==> config.mk <==
export PLATFORM = sky130hd
export DESIGN_NAME = dsp_mac_acc
export DESIGN_NICKNAME = d
export VERILOG_FILES = /design/src/rtl/dsp_mac_acc.sv
export SDC_FILE = /design/constraint.sdc
export NUM_CORES = 1
export LEC_CHECK = 0
export ABC_AREA = 1
export CORE_UTILIZATION = 55
export DETAILED_ROUTE_END_ITERATION = 10
export GPL_TIMING_DRIVEN = 1
export PLACE_DENSITY = 0.87
export SYNTH_ARGS = -nofsm -noshare
export SYNTH_HDL_FRONTEND = slang
export SYNTH_SLANG_ARGS = --single-unit
==> constraint.sdc <==
create_clock -name CLK -period 12.1 [get_ports CLK]
set_input_delay 1.815 -clock CLK [delete_from_list [all_inputs] [get_ports CLK]]
set_output_delay 1.815 -clock CLK [all_outputs]
set_load 0.01 [all_outputs]
==> src/rtl/dsp_mac_acc.sv <==
// dsp_mac_acc: pre-adder -> multiplier -> block accumulator with a valid-qualified pipeline.
// Define DSP_MAC_SATURATE_EN to clamp the block sum to all-ones once it overflows.
module dsp_mac_acc #(
  parameter int A_W   = 18,
  parameter int B_W   = 18,
  parameter int P_W   = 48,
  parameter int LEN_W = 8
) (
  input  logic             CLK,
  input  logic             RST,
  input  logic             CE,
  input  logic             in_valid,
  input  logic [A_W-1:0]   A,
  input  logic [B_W-1:0]   B,
  input  logic [B_W-1:0]   D,
  input  logic             USE_PRE,
  input  logic             PRE_SUB,
  input  logic [P_W-1:0]   C,
  input  logic [LEN_W-1:0] acc_len,
  input  logic             acc_clr,
  output logic             out_valid,
  output logic [P_W-1:0]   P,
  output logic             CARRY_OUT,
  output logic             busy
);
  localparam int M_W    = A_W + B_W;
  localparam int STAGES = 2;

  typedef enum logic {IDLE, ACCUM} state_t;

  typedef struct packed {
    logic [A_W-1:0] a;
    logic [B_W-1:0] b;
  } s1_t;

  // vld_pipe[1] qualifies s1, vld_pipe[2] qualifies m2
  logic [STAGES:1] vld_pipe;
  s1_t             s1;
  logic [M_W-1:0]  m2;
  logic [B_W-1:0]  pre_sum;
  logic [B_W-1:0]  b_sel;

  state_t          state, state_nxt;
  logic [P_W-1:0]  acc, acc_nxt;
  logic            carry, carry_nxt;
  logic [LEN_W-1:0] cnt, cnt_nxt;
  logic [LEN_W-1:0] len, len_nxt;
  logic            emit_pend, emit_nxt;

  logic            start;
  logic [P_W-1:0]  m_ext;
  logic [P_W-1:0]  add_base;
  logic [P_W:0]    sum;
  logic            carry_sum;
  logic [P_W-1:0]  acc_sum;
  logic [LEN_W-1:0] len_in;
  logic [LEN_W-1:0] cnt_inc;

  // ---------------- S1 / S2 ----------------
  always_comb begin
    pre_sum = PRE_SUB ? (D - B) : (D + B);
    b_sel   = USE_PRE ? pre_sum : B;
  end

  always_ff @(posedge CLK) begin
    if (RST) begin
      s1       <= '0;
      m2       <= '0;
      vld_pipe <= '0;
    end else if (CE) begin
      if (in_valid) begin
        s1.a <= A;
        s1.b <= b_sel;
      end
      vld_pipe <= {vld_pipe[STAGES-1:1], in_valid};
      m2       <= {{B_W{1'b0}}, s1.a} * {{A_W{1'b0}}, s1.b};
    end
  end

  // ---------------- S3 adder ----------------
  always_comb begin
    m_ext     = P_W'(m2);
    // acc_clr turns a coincident product into the first one of a fresh block
    start     = vld_pipe[STAGES] & ((state == IDLE) | acc_clr);
    add_base  = start ? C : acc;
    sum       = {1'b0, add_base} + {1'b0, m_ext};
    carry_sum = start ? sum[P_W] : (carry | sum[P_W]);
`ifdef DSP_MAC_SATURATE_EN
    acc_sum   = carry_sum ? {P_W{1'b1}} : sum[P_W-1:0];
`else
    acc_sum   = sum[P_W-1:0];
`endif
    len_in    = (acc_len == '0) ? LEN_W'(1) : acc_len;
    cnt_inc   = cnt + LEN_W'(1);
  end

  // ---------------- S3 FSM ----------------
  always_ff @(posedge CLK) begin
    if (RST)     state <= IDLE;
    else if (CE) state <= state_nxt;
  end

  always_comb begin
    state_nxt = state;
    acc_nxt   = acc;
    carry_nxt = carry;
    cnt_nxt   = cnt;
    len_nxt   = len;
    emit_nxt  = 1'b0;
    if (acc_clr) begin
      state_nxt = IDLE;
      cnt_nxt   = '0;
    end
    if (start) begin
      acc_nxt   = acc_sum;
      carry_nxt = carry_sum;
      len_nxt   = len_in;
      if (len_in == LEN_W'(1)) begin
        emit_nxt  = 1'b1;
        cnt_nxt   = '0;
        state_nxt = IDLE;
      end else begin
        cnt_nxt   = LEN_W'(1);
        state_nxt = ACCUM;
      end
    end else if (vld_pipe[STAGES] && state == ACCUM) begin
      acc_nxt   = acc_sum;
      carry_nxt = carry_sum;
      if (cnt_inc == len) begin
        emit_nxt  = 1'b1;
        cnt_nxt   = '0;
        state_nxt = IDLE;
      end else begin
        cnt_nxt   = cnt_inc;
      end
    end
  end

  // The finished sum sits in acc for one cycle; a new block may overwrite acc on the same edge P copies it.
  always_ff @(posedge CLK) begin
    if (RST) begin
      acc       <= '0;
      carry     <= 1'b0;
      cnt       <= '0;
      len       <= '0;
      emit_pend <= 1'b0;
      out_valid <= 1'b0;
      P         <= '0;
      CARRY_OUT <= 1'b0;
    end else if (CE) begin
      acc       <= acc_nxt;
      carry     <= carry_nxt;
      cnt       <= cnt_nxt;
      len       <= len_nxt;
      emit_pend <= emit_nxt;
      out_valid <= emit_pend;
      if (emit_pend) begin
        P         <= acc;
        CARRY_OUT <= carry;
      end
    end
  end

  assign busy = (state == ACCUM);

endmodule

==> run_results.csv <==
group,metric,value,unit
timing,rsz0062_at_grt,"false",
logic_synthesis,synthTopCellsByArea,"fa_1, dfxtp_1, nand2_1, inv_1, ha_1",
pwr,p_leak,13.7,nW
finish,design_area,0.0255,sq mm
pwr,power_density,75.0,mW/mm^2
finish,syn2layout_area_growth,10.6,%
clock_network,cts_made_buffers,17,
timing,setup_viol,0,
logic_synthesis,seq_area_frac_synth,16.6,%
worst_setup_path,worst-path-max-fanout,19,
floorplan,dieHeight,207,microns
timing,hold_ws,0.468,ns
clock_network,cts_buffer_depth,2,
finish,nNetsFinal,4020,
routing,viasPerCell,5.38,
worst_setup_path,critPathLaunchType,"register",
clock_network,post_cts_resized,0,
pwr,p_comb_share,31.0,%
floorplan,die_width,207,microns
global_routing,grt_pass1_wl,104000,microns
routing,drt-initial-drc-count,1860,
flow_run,maxCapViolCount,0,
finish,nFillCells,3727,
floorplan,design.die.area,0.0428,sq mm
timing,slew_headroom,26.1,%
place,dp_cells,3993,
clock_network,clk_pin_slew,0.08,ns
min_path,worstHoldStart,"vld_pipe[1]",
finish,multi_input_area,0.0160,sq mm
clock_network,cts_tree,"done",
min_path,hold_class,"reg -> reg",
finish,drive_above_1_share,2.29,%
pwr,power_switching,0.719,mW
worst_setup_path,r2r_start,"s1[29]",
floorplan,initial_core_util,56.2,%
pwr,vdd_drop_max,90.2,uV
floorplan,rows,74,
clock_network,cts_sinks,191,
worst_setup_path,cp_slowest_cell,"dfxtp_1",
routing,wl,63300,microns
pwr,p_clk_share,30.9,%
global_routing,grt_pass1_vias,21200,
worst_setup_path,cp_common_cell,"fa_1",
timing,maxSlewViolCount,0,
worst_setup_path,crit_path_end_kind,"register",
timing,finalCritPeriodShare,50.5,%
place,numPortBuffers,167,
floorplan,ioPinCount,168,
timing,setup_tns,0,ns
routing,wire_per_inst,15.7,microns
clock_network,cts_setup_buffers,0,
place,routabilityCongestion,0.982,
routing,drtPass1Iterations,8,
global_routing,grtUsageTotal,30.9,%
clock_network,clk-insertion-delay-late,0.48,ns
place,dpl.hpwl,50100,microns
worst_setup_path,crit_chain,"nand2_1 -> fa_1 -> fa_1 -> fa_1 -> inv_1 -> fa_1 -> fa_1 -> inv_1 -> fa_1 -> inv_1 -> ha_1 -> nand2_1 -> nor2_1 -> nand2_1 -> o21ai_0 -> nand3b_1 -> nand3_1 -> nand3_1 -> nand2_1 -> inv_1",
finish,final_cells,4025,
finish,regArea,0.00382,sq mm
logic_synthesis,synth_area_leader_cell,"fa_1",
finish,antenna_cells,0,
logic_synthesis,netlist_area,0.0231,sq mm
worst_setup_path,path_class,"reg -> reg",
timing,fin_skew,0.0159,ns
clock_network,postCtsHoldBufs,0,
timing,worstMarginPinSlew,1.10,ns
place,placed_cell_area,0.0249,sq mm
timing,maxClockFrequency,164,MHz
pwr,seqPwrFrac,38.0,%
routing,antenna_left,0,
worst_setup_path,cp.arrival,6.48,ns
timing,finalCriticalPeriod,6.11,ns
worst_setup_path,reg2reg_slack,5.99,ns
logic_synthesis,synth_seq_cells,191,
logic_synthesis,synth_cell_types,40,
logic_synthesis,synthCells,3426,
global_routing,grt-ovfl-total,0,
run_status,status,"finished, final reports clean",
clock_network,cts_root_buffer,"clkbuf_16",
logic_synthesis,synth.top_cell.area_share,22.4,%
worst_setup_path,r2r_cells,20,
clock_network,htreeDepth,4,
routing,remaining_drc_errors,0,
pwr,p_int,1.20,mW
worst_setup_path,startpoint,"s1[29]",
global_routing,antenna_found_initial,0,
logic_synthesis,syn-mean-instance-area,6.74,sq um
worst_setup_path,crit_path_max_incr_delay,0.96,ns
pwr,swShare,37.5,%
worst_setup_path,cp_data_required_time,12.48,ns
logic_synthesis,syn_nets,3966,
global_routing,grt_max_degree,97,
floorplan,core,0.0411,sq mm
routing,vias,21700,
timing,hold_viol,0,
min_path,hold_depth,2,
logic_synthesis,synth_warnings,0,
==> state kept, by name, indices dropped and copies added (netlist names) <==
| name | flops |
|---|---|
| busy | 1 |
| len | 8 |
| CARRY_OUT | 1 |
| out_valid | 1 |
| s1 | 36 |
| cnt | 8 |
| carry | 1 |
| acc | 48 |
| m2 | 36 |
| vld_pipe | 2 |
| emit_pend | 1 |
| P | 48 |
==> path summary, 6_finish.rpt <==
kind            endpoint
min          vld_pipe[1]
max reg2reg       m2[34]
min reg2reg  vld_pipe[1]
max               m2[34]
==> critical path: cells and delay by family (launching register included) <==
kind / cells / cell delay [ns]
simple gates: 8 / 0.99
compound gates: 1 / 0.46
flops: 1 / 0.96
buf+inv: 4 / 0.19
fa+ha+maj: 7 / 3.40
==> stage by stage <==
stage | setup slack [ns] | power, mW | util, %
after floorplan | 6.59 | 1.13 | -
after global placement | 6.20 | 1.32 | 60.7
after detailed placement | 6.10 | 1.33 | 60.7
after CTS | 6.09 | 1.92 | 62.1
after global routing | 5.61 | 2.03 | 62.1
final | 5.99 | 1.92 | 62.1
==> final cells by class <==
cell class              instances  share of cell area, %
clock buffers                  18                   1.72
clock inverters                14                  0.671
inverters                     707                   10.4
multi-input cells            2384                   62.8
flip-flops and latches        191                   15.0
well taps                     532                   2.61
repair buffers                179                   6.86
==> synth_stat cells, drive strengths merged <==
master / count
a21o: 10
a21oi: 223
a31oi: 4
and2: 2
and3: 1
buf: 24
clkbuf: 120
clkinv: 2
dfxtp: 191
fa: 258
ha: 165
inv: 705
nand2: 862
nand3: 103
nand3b: 10
nand4: 17
nor2: 353
nor3: 18
nor4: 8
o211ai: 6
o21a: 5
o21ai: 248
o21bai: 15
o221ai: 1
or2: 4
xnor2: 19
xor2: 52
==> power by group through the flow <==
stage | sequential, mW | clock [mW] | combinational (mW)
after detailed placement | 0.740 | 0 | 0.589
after global placement | 0.738 | 0 | 0.577
after CTS | 0.726 | 0.601 | 0.592
after global routing | 0.733 | 0.627 | 0.673
after floorplan | 0.689 | 0 | 0.445
final | 0.729 | 0.593 | 0.595
==> routing by layer <==
| metal | track usage (%) | wire length [microns] | vias to the layer above |
|---|---|---|---|
| met1 | 42.0 | 27500 | 10100 |
| li1 | - | - | 10500 |
| met5 | 0 | 0 | - |
| met2 | 50.3 | 29000 | 915 |
| met3 | 3.31 | 4670 | 149 |
| met4 | 12.4 | 2180 | 0 |
==> cells in the final DEF (no fill, tap or decap), types with 15 or more instances in the layout <==
| cell type | synthesis | routed |
|---|---|---|
| nand3_1 | 102 | 102 |
| nor2_1 | 348 | 348 |
| xor2_1 | 52 | 52 |
| a21oi_1 | 222 | 222 |
| o21bai_1 | 15 | 15 |
| fa_1 | 258 | 258 |
| xnor2_1 | 19 | 19 |
| dfxtp_1 | 191 | 191 |
| nor3_1 | 18 | 18 |
| clkbuf_16 | 0 | 17 |
| ha_1 | 165 | 165 |
| clkdlybuf4s50_1 | 0 | 165 |
| nand2_2 | 17 | 18 |
| inv_1 | 702 | 701 |
| o21ai_0 | 241 | 241 |
| nand2_1 | 844 | 843 |
| nand4_1 | 17 | 17 |
==> cell families after synthesis <==
group | Yosys count | share of synthesized area, %
compound gates | 512 | 11.6
simple gates | 1378 | 23.9
xor+xnor | 71 | 2.69
fa+ha+maj | 423 | 31.3
flops | 191 | 16.6
buf+inv | 851 | 14.0
Note: power is estimated with default switching activity, not from simulation.
